<file path="src/rtl/simon_pkg.sv">
// Shared constants, state encodings and word helpers for the SIMON 128/256 core.
package simon_pkg;

  localparam int N  = 64;
  localparam int M  = 4;
  localparam int T  = 72;
  localparam int CO = 7;
  localparam int KEXP_STEPS = T - M;

  localparam logic [N-1:0] C_CONST = 64'hFFFF_FFFF_FFFF_FFFC;
  // z[0] is the leftmost (MSB) bit of this literal
  localparam logic [61:0]  Z4 = 62'b11010001111001101011011000100000010111000011001010010011101111;

  typedef enum logic [1:0] {NOKEY, KLOAD, KEXP, KREADY} key_state_t;
  typedef enum logic [1:0] {IDLE, LOAD, RUN, DONE} data_state_t;

  function automatic logic [N-1:0] rol(input logic [N-1:0] v, input int unsigned s);
    return (v << s) | (v >> (N - s));
  endfunction

  function automatic logic [N-1:0] ror(input logic [N-1:0] v, input int unsigned s);
    return (v >> s) | (v << (N - s));
  endfunction

  function automatic logic [N-1:0] f(input logic [N-1:0] v);
    return (rol(v, 1) & rol(v, 8)) ^ rol(v, 2);
  endfunction

  // Indices past 123 only occur for discarded backward steps; they map to 0.
  function automatic logic zBit(input logic [CO-1:0] idx);
    logic [CO-1:0] zi;
    logic [5:0]    pos;
    zi  = (idx >= CO'(62)) ? idx - CO'(62) : idx;
    pos = 6'(CO'(61) - zi);
    if (zi < CO'(62)) return Z4[pos];
    return 1'b0;
  endfunction

endpackage

</file>
<file path="src/rtl/simon_key_step.sv">
// One forward or backward step of the four-word SIMON key window.
module simon_key_step import simon_pkg::*; (
  input  logic [M-1:0][N-1:0] winIn,
  input  logic                fwd,
  input  logic [CO-1:0]       idx,
  output logic [M-1:0][N-1:0] winOut
);

  logic [N-1:0] zWord, tmpF, tmpB, kNew, kOld;

  // Forward: window k[i..i+3] -> k[i+1..i+4]; backward: k[i+1..i+4] -> k[i..i+3].
  always_comb begin
    zWord  = {{(N-1){1'b0}}, zBit(idx)};
    tmpF   = ror(winIn[3], 3) ^ winIn[1];
    kNew   = C_CONST ^ zWord ^ winIn[0] ^ tmpF ^ ror(tmpF, 1);
    tmpB   = ror(winIn[2], 3) ^ winIn[0];
    kOld   = winIn[3] ^ C_CONST ^ zWord ^ tmpB ^ ror(tmpB, 1);
    winOut = fwd ? {kNew, winIn[3], winIn[2], winIn[1]}
                 : {winIn[2], winIn[1], winIn[0], kOld};
  end

endmodule

</file>
<file path="src/rtl/simon_128_256.sv">
// SIMON 128/256 core: one round per clock with on-the-fly round keys.
//   key state | meaning
//   NOKEY     | no key loaded, waiting for newKey
//   KLOAD     | capture master key (loadKey pulse visible)
//   KEXP      | 68 forward steps to reach k68..k71
//   KREADY    | key schedule ready (doneKey)
//   data state| meaning
//   IDLE      | waiting for newData with a ready key
//   LOAD      | capture block and direction (loadData pulse visible)
//   RUN       | 72 rounds
//   DONE      | result held until readData
module simon_128_256 import simon_pkg::*; (
  input  logic                clk,
  input  logic                nR,
  input  logic                newData,
  input  logic                newKey,
  input  logic                enc_dec,
  input  logic                readData,
  input  logic [1:0][N-1:0]   blockIN,
  input  logic [M-1:0][N-1:0] KEY,
  output logic                loadData,
  output logic                loadKey,
  output logic                doneData,
  output logic                doneKey,
  output logic [1:0][N-1:0]   outData,
  output logic [3:0]          mode
);

  key_state_t          keyState;
  data_state_t         dataState;
  logic [M-1:0][N-1:0] masterKey, lastKey, kwin, kwinNext;
  logic [N-1:0]        x, y, nextX, nextY;
  logic                encReg;
  logic [CO-1:0]       keyCnt, rndCnt, roundIdx, stepIdx;
  logic                stepFwd, dataRun;

  assign mode = {keyState, dataState};

  // The two FSMs never step the window at the same time, so one key step serves both.
  always_comb begin
    dataRun  = (dataState == RUN);
    roundIdx = encReg ? CO'(T - 1) - rndCnt : rndCnt;
    stepFwd  = dataRun ? encReg : 1'b1;
    if (dataRun) stepIdx = encReg ? roundIdx : roundIdx - CO'(4);
    else         stepIdx = CO'(KEXP_STEPS - 1) - keyCnt;
    nextX = encReg ? (y ^ f(x) ^ kwin[0]) : y;
    nextY = encReg ? x : (x ^ f(y) ^ kwin[3]);
  end

  simon_key_step uKeyStep (
    .winIn  (kwin),
    .fwd    (stepFwd),
    .idx    (stepIdx),
    .winOut (kwinNext)
  );

  always_ff @(posedge clk) begin
    if (nR) begin
      keyState  <= NOKEY;
      dataState <= IDLE;
      loadData  <= 1'b0;
      loadKey   <= 1'b0;
      doneData  <= 1'b0;
      doneKey   <= 1'b0;
      outData   <= '0;
      masterKey <= '0;
      lastKey   <= '0;
      kwin      <= '0;
      x         <= '0;
      y         <= '0;
      encReg    <= 1'b0;
      keyCnt    <= '0;
      rndCnt    <= '0;
    end else begin
      loadKey  <= 1'b0;
      loadData <= 1'b0;

      case (keyState)
        NOKEY: begin
          if (newKey) begin
            keyState <= KLOAD;
            loadKey  <= 1'b1;
          end
        end
        KLOAD: begin
          masterKey <= KEY;
          kwin      <= KEY;
          keyCnt    <= CO'(KEXP_STEPS - 1);
          keyState  <= KEXP;
        end
        KEXP: begin
          kwin <= kwinNext;
          if (keyCnt == '0) begin
            lastKey  <= kwinNext;
            doneKey  <= 1'b1;
            keyState <= KREADY;
          end else begin
            keyCnt <= keyCnt - CO'(1);
          end
        end
        KREADY: begin
          if (newKey && dataState == IDLE) begin
            keyState <= KLOAD;
            loadKey  <= 1'b1;
            doneKey  <= 1'b0;
          end
        end
        default: keyState <= NOKEY;
      endcase

      case (dataState)
        IDLE: begin
          // a simultaneous newKey wins; the key FSM takes KLOAD this cycle
          if (newData && !newKey && keyState == KREADY) begin
            dataState <= LOAD;
            loadData  <= 1'b1;
          end
        end
        LOAD: begin
          x         <= blockIN[1];
          y         <= blockIN[0];
          encReg    <= enc_dec;
          kwin      <= enc_dec ? masterKey : lastKey;
          rndCnt    <= CO'(T - 1);
          dataState <= RUN;
        end
        RUN: begin
          x    <= nextX;
          y    <= nextY;
          kwin <= kwinNext;
          if (rndCnt == '0) begin
            outData   <= {nextX, nextY};
            doneData  <= 1'b1;
            dataState <= DONE;
          end else begin
            rndCnt <= rndCnt - CO'(1);
          end
        end
        DONE: begin
          if (readData) begin
            doneData  <= 1'b0;
            dataState <= IDLE;
          end
        end
        default: dataState <= IDLE;
      endcase
    end
  end

endmodule

</file>
<file path="config.mk">
export PLATFORM = sky130hd
export DESIGN_NAME = simon_128_256
export DESIGN_NICKNAME = d
export VERILOG_FILES = /design/src/rtl/simon_pkg.sv /design/src/rtl/simon_key_step.sv /design/src/rtl/simon_128_256.sv
export SDC_FILE = /design/constraint.sdc
export NUM_CORES = 2
export LEC_CHECK = 0
export ABC_AREA = 1
export ABC_CLOCK_PERIOD_IN_PS = 5100
export CAP_MARGIN = 20
export CORE_ASPECT_RATIO = 1.75
export CORE_MARGIN = 3
export CORE_UTILIZATION = 39
export DETAILED_ROUTE_END_ITERATION = 12
export SLEW_MARGIN = 20
export SYNTH_ARGS = -nofsm -noshare
export SYNTH_HDL_FRONTEND = slang
export SYNTH_SLANG_ARGS = --single-unit
export TNS_END_PERCENT = 10
</file>
<file path="constraint.sdc">
create_clock -name clk -period 5.1 [get_ports clk]
set_input_delay 0.765 -clock clk [delete_from_list [all_inputs] [get_ports clk]]
set_output_delay 0.765 -clock clk [all_outputs]
set_load 0.1 [all_outputs]
</file>
Word level (Yosys, flattened, before mapping)
Memories as Yosys holds them, arrays and structs flattened.
Cells that the tools add are included.
{"block": "word_totals", "register_bits": 1047, "mem_bits_ro": 64, "in_bits": 390, "output_inout_bits": 136, "memories": 1}
{"name": "(no name shown)", "words": 64, "width": 1, "read_ports": 1, "rd_clocked_by_memory_dff": 0, "write_ports": 0, "line": "simon_pkg.sv:35", "text": "if (zi < CO'(62)) return Z4[pos];"}
{"block": "op_classes", "addsub": 7, "n_lt_le_gt_ge": 3, "eq_ne": 14, "n_mux": 39, "bitwise_logic": 28, "reduce_logical": 22}
{"cell": "$pmux 256 s2", "n": 2}
{"cell": "$xor 64x64->64", "n": 13}
{"cell": "$mux 256", "n": 2}
{"cell": "$pmux 64 s2", "n": 2}
{"cell": "$and 64x64->64", "n": 2}
{"cell": "$mux 64", "n": 2}
{"cell": "$or 61x64->64", "n": 2}
{"cell": "$or 63x64->64", "n": 2}
{"cell": "$or 64x1->64", "n": 2}
{"cell": "$or 64x2->64", "n": 2}
{"cell": "$or 64x8->64", "n": 2}
{"cell": "$xor 64x1->64", "n": 1}
{"cell": "$not 62->62", "n": 1}
{"cell": "$mux 7", "n": 6}
{"cell": "$pmux 7 s2", "n": 2}
{"cell": "$pmux 2 s4", "n": 2}
{"cell": "$logic_not 7->1", "n": 2}
{"cell": "$sub 7x1->7 const B", "n": 2}
{"cell": "$sub 7x7->7 const A", "n": 2}
{"cell": "$mux 1", "n": 12}
{"cell": "$mux 2", "n": 6}
{"cell": "$ne 2x2->1 const B", "n": 6}
{"cell": "$reduce_and 3->1", "n": 4}
{"cell": "$eq 2x2->1 const B", "n": 4}
{"cell": "other kinds (17)", "n": 30}

Depth between registers and ports, before layout
{"block": "depth", "ltp_word": 18, "mapped_depth": 33, "depth_no_buf": 32}

By module
A second synthesis with hierarchy kept.
{"block": "hier_totals", "hier_cells": 10236, "hier_area_um2": 63348.3}
{"mod": "simon_128_256", "n_inst": 1, "cells_per_inst": 9043, "area_per_inst_um2": 56610.5, "seq_area_each_um2": 20960.1}
{"mod": "simon_key_step", "n_inst": 1, "cells_per_inst": 1193, "area_per_inst_um2": 6737.7, "seq_area_each_um2": 0.0}

Least setup slack after synthesis
Ideal clock, no wire load.
{"block": "synth_path", "kind": "reg2reg", "start": "register dataState[0]", "end": "register kwin[0] in the netlist's numbering", "setup_time_ps": 67, "arrival_ps": 4148, "required_ps": 5033, "setup_slack_ps": 885, "path_stages_with_launch": 32, "synth_period_minus_slack_ps": 4215, "path_cell_list": "dfxtp_1 inv_1 ha_1 inv_2 buf_2 nand2_1 o21ai_1 ha_1 nand4_2 nor2_4 nand3_4 nand2_4 nand2_1 nand2_2 ha_1 inv_1 nand2_1 nand2_1 nand2_1 nand3_1 nand2_1 nand2_1 nand3_1 nand2_2 nand2_1 nand2_1 nand3_1 nand2_2 nand2_1 nand2_1 nand2_1 a21oi_2"}
{"block": "synth_via", "elab_chain_len": 15}
{"element": "start, declared", "line": "simon_128_256.sv:30", "text": "data_state_t dataState;"}
{"element": "start signal, assigned", "line": "simon_128_256.sv:60", "text": "dataState <= IDLE;"}
{"element": "start signal, assigned", "line": "simon_128_256.sv:115", "text": "dataState <= LOAD;"}
{"element": "start signal, assigned", "line": "simon_128_256.sv:125", "text": "dataState <= RUN;"}
{"element": "$eq 2x2->1", "line": "simon_128_256.sv:41, simon_128_256.sv:111"}
{"element": "$mux 7", "line": "simon_128_256.sv:44", "text": "if (dataRun) stepIdx = encReg ? roundIdx : roundIdx - CO'(4);"}
{"element": "$sub 7x6->7 or $ge 7x6->1 (tied branches)", "line": "simon_pkg.sv:33", "text": "zi = (idx >= CO'(62)) ? idx - CO'(62) : idx;"}
{"element": "$mux 7", "line": "simon_pkg.sv:33"}
{"element": "$sub 6x6->6", "line": "simon_pkg.sv:34", "text": "pos = 6'(CO'(61) - zi);"}
{"element": "$mem_v2 64x1"}
{"element": "$mux 1 (implied by the code)", "line": "simon_pkg.sv:35"}
{"element": "$mux 1", "line": "simon_pkg.sv:35"}
{"element": "$mux 1", "line": "simon_pkg.sv:36", "text": "return 1'b0;"}
{"element": "$xor 64x1->64", "line": "simon_key_step.sv:17", "text": "kOld = winIn[3] ^ C_CONST ^ zWord ^ tmpB ^ ror(tmpB, 1);"}
{"element": "$xor 64x64->64 (2 in series)", "line": "simon_key_step.sv:17"}
{"element": "$mux 256", "line": "simon_key_step.sv:18", "text": "winOut = fwd ? {kNew, winIn[3], winIn[2], winIn[1]}"}
{"element": "$pmux 256 s2", "line": "simon_128_256.sv:78", "text": "case (keyState)"}
{"element": "$pmux 256 s2", "line": "simon_128_256.sv:111", "text": "case (dataState)"}
{"element": "end signal, assigned", "line": "simon_128_256.sv:92", "text": "kwin <= kwinNext;"}
{"element": "end signal, assigned", "line": "simon_128_256.sv:123", "text": "kwin <= enc_dec ? masterKey : lastKey;"}
{"element": "end signal, assigned", "line": "simon_128_256.sv:130", "text": "kwin <= kwinNext;"}
{"element": "end, declared", "line": "simon_128_256.sv:31", "text": "logic [M-1:0][N-1:0] masterKey, lastKey, kwin, kwinNext;"}
Parallel ways exist; a longest one is shown, timed or not. The select of a mux whose other input is x is not followed.
A chain may end at the register's enable or synchronous reset.

Worst setup path in the final report
Same ends and word-level chain as after synthesis.

==> flow_summary.toml <==
[global_route]
grt.overflow.total = 0
antenna_found_initial = 58
grtUsageTotal_pct = 28.21
grt_max_degree = 212
grt_pass1_wl_mm = 343.3
grt_pass1_vias = 54136

[timing]
slew_headroom_pct = 22.81
report.final.slew_viol_count = 0
hold_viol_final = 0
setup_violations = 0
max_slew.worst_pin.slew_ps = 1158
period_minus_slack_ps = 4367
clock_skew_ps = 27.49
max_freq_ghz = 0.2290
tns_ps = 0
rsz0062_at_grt = "no"
period_share_pct = 85.64

[route]
detail-route-antenna-nets = 0
post-route-drc-count = 0
wl_per_cell_microns = 21.90
drt_first_iter_violations = 5358
dr.pass1.iters = 9
vias = 58293
avgViaCountPerCell = 5.554
wirelength_mm = 229.8

[die]
dieArea_sq_um = 155100
placementRows = 187
die_w_microns = 299.0
core-area_sq_um = 148800
die_y_microns = 518.7
initial_utilization_pct = 39.37
ios = 526

[power]
power.clock.fraction_pct = 17.0
p_total_w = 0.04970
peakVddDrop_mv = 0.4229
internal-power_w = 0.02473
seqPwrFrac_pct = 29.6
power.density_nw_per_um2 = 726.5
p_switching_w = 0.02498
swShare_pct = 50.25
leakage_nw = 26.06
p_comb_share_pct = 53.4

[layout]
layout-drive-gt1-share_pct = 4.463
synthToLayoutAreaGrowth_pct = 16.77
utilization_pct = 45.98
register_area_sq_um = 20960
final_area_sq_um = 68410
fillers = 15204
nets = 8819
stdcell_count = 10495
multi_input_area_sq_um = 32200

[clocking]
cts-buffers-inserted = 104
cts.path.max_buffers = 3
cts_htree_levels = 3
clk_pin_slew_ps = 70
clk_latency_ps = 730
holdBufCountCts = 0
cts_sinks = 1047
post-cts-setup-buffers = 0
ctsResizeCount = 0
cts_tree = "yes"
cts_root_buf = "clkbuf_16"

[setup_path]
worstSetupPathType = "register to register"
critPathCaptureType = "register"
path_max_fanout = 25
slowest_stage = "dfxtp_1"
critPathMaxStageDelay_ps = 370
required_ps = 5750
cp.arrival_ps = 5020
start_kind = "register"
cpMostUsedCell = "nand2_1"

[logic_synthesis]
post-synth-top-count-cell = "o21ai_0"
yosysTopAreaCell = "dfxtp_1"
yosys-top-cells-area = "dfxtp_1 (36%), o21ai_0 (12%), a21oi_1 (7.3%)"
synth.distinct_cells = 45
synth.net_count = 8819
synth_edf_count = 0
synth_common_cells = "o21ai_0 (1430), nand2_1 (1090), dfxtp_1 (1047), a21oi_1 (854), nor2_1 (833)"
yosysSeqAreaShare_pct = 35.77
async_reset_ff_share_pct = 0
ys_seq_elements = 1047
synth.top_cell.area_share_pct = 35.77
syn-instance-count = 8407
synth-main-ff-cell = "dfxtp_1"
synth.cell_area_sq_um = 58590
avgSynthCellArea_sq_um = 6.969
yosysWarnings = 0

[placed_design]
place_congestion = 0.9213
place_inst = 10285
port_buffers = 525
placed_cell_area_sq_um = 64700
place_hpwl_mm = 156.0

[outcome]
status = "complete, no violations"

[flow_run]
maxCapViolCount = 0

[hold_path]
hp-class = "primary input to register"
through the flow:
stage	hold WS (ps)	worst slack, ps
floorplan	431.3	885.1
global placement	443.8	606.5
detailed placement	447.9	706.9
CTS	413.5	672.0
global route	454.8	323.1
finish	448.2	732.5
power groups by stage:
stage                     Sequential [W]  Clock, W  Combinational (W)
after floorplan                   0.0147         0             0.0181
after global placement            0.0147         0             0.0261
after detailed placement          0.0148         0             0.0263
after CTS                         0.0146   0.00860             0.0265
after global routing              0.0149   0.00886             0.0294
final                             0.0147   0.00845             0.0265
critical path, delay by kind of cell, from the launching register on:
| family | cells | cell delay (ps) |
|---|---|---|
| AO/OA/AOI/OAI | 2 | 420 |
| adder cells (fa/ha/maj) | 3 | 980 |
| buffers and inverters | 3 | 490 |
| flip-flops | 1 | 370 |
| AND/OR/NAND/NOR | 21 | 2000 |
sequential cells by signal, indices dropped and copies added (netlist names), 2 cells and up:
signal     count
kwin         256
lastKey      256
masterKey    256
outData      128
x             64
y             64
keyCnt         7
rndCnt         7
dataState      2
keyState       2
placed cells by master (no fill, tap or decap), types with 19 or more instances in the layout:
cell             count
o21ai_0           1430
nand2_1           1090
dfxtp_1           1046
a21oi_1            854
nor2_1             831
inv_1              740
clkdlybuf4s50_1    523
xnor2_1            449
xor2_1             246
mux2i_1            181
o22ai_1            159
o211ai_1           151
a31oi_1            132
nand3_1            123
clkbuf_16          108
or2_2               69
buf_4               46
o31ai_1             37
o311ai_0            36
o221ai_1            28
buf_12              27
clkbuf_8            24
diode_2             19
kinds of logic after synthesis:
kind of cell	count (synthesis)	share of synthesized area (%)
buf+inv	1463	9.409
fa+ha+maj	22	0.4698
flops	1047	35.77
mux	181	3.092
simple gates	2159	14.71
xor+xnor	695	10.39
compound gates	2840	26.16
per-layer routing:
layer	vias to the layer above	track usage [%]	part of all wire, %	wire length (microns)
met5	-	0	0.18	417
met4	64	10.36	3.6	8249
met3	457	7.253	9.2	21050
met2	2405	43.67	44	101000
met1	27464	37.75	43	99050
li1	27903	-	-	-
worst paths after layout:
kind | from | endpoint | slack [ps] | depth (start not counted)
min reg2reg | masterKey[150] | masterKey[150] | 460 | 2
max | dataState[0] | kwin[0] | 730 | 29
max reg2reg | dataState[0] | kwin[0] | 730 | 29
min | nR | y[52] | 450 | 2
layout make-up:
| type | count | area share, % |
|---|---|---|
| multi-input cells | 5897 | 47.07 |
| flip-flops and latches | 1047 | 30.64 |
| repair buffers | 598 | 8.991 |
| clock buffers | 149 | 4.526 |
| inverters | 759 | 4.247 |
| well taps | 1984 | 3.628 |
| clock inverters | 42 | 0.8285 |
| diodes | 19 | 0.06950 |
No activity file was read; power rests on OpenSTA's default activity.
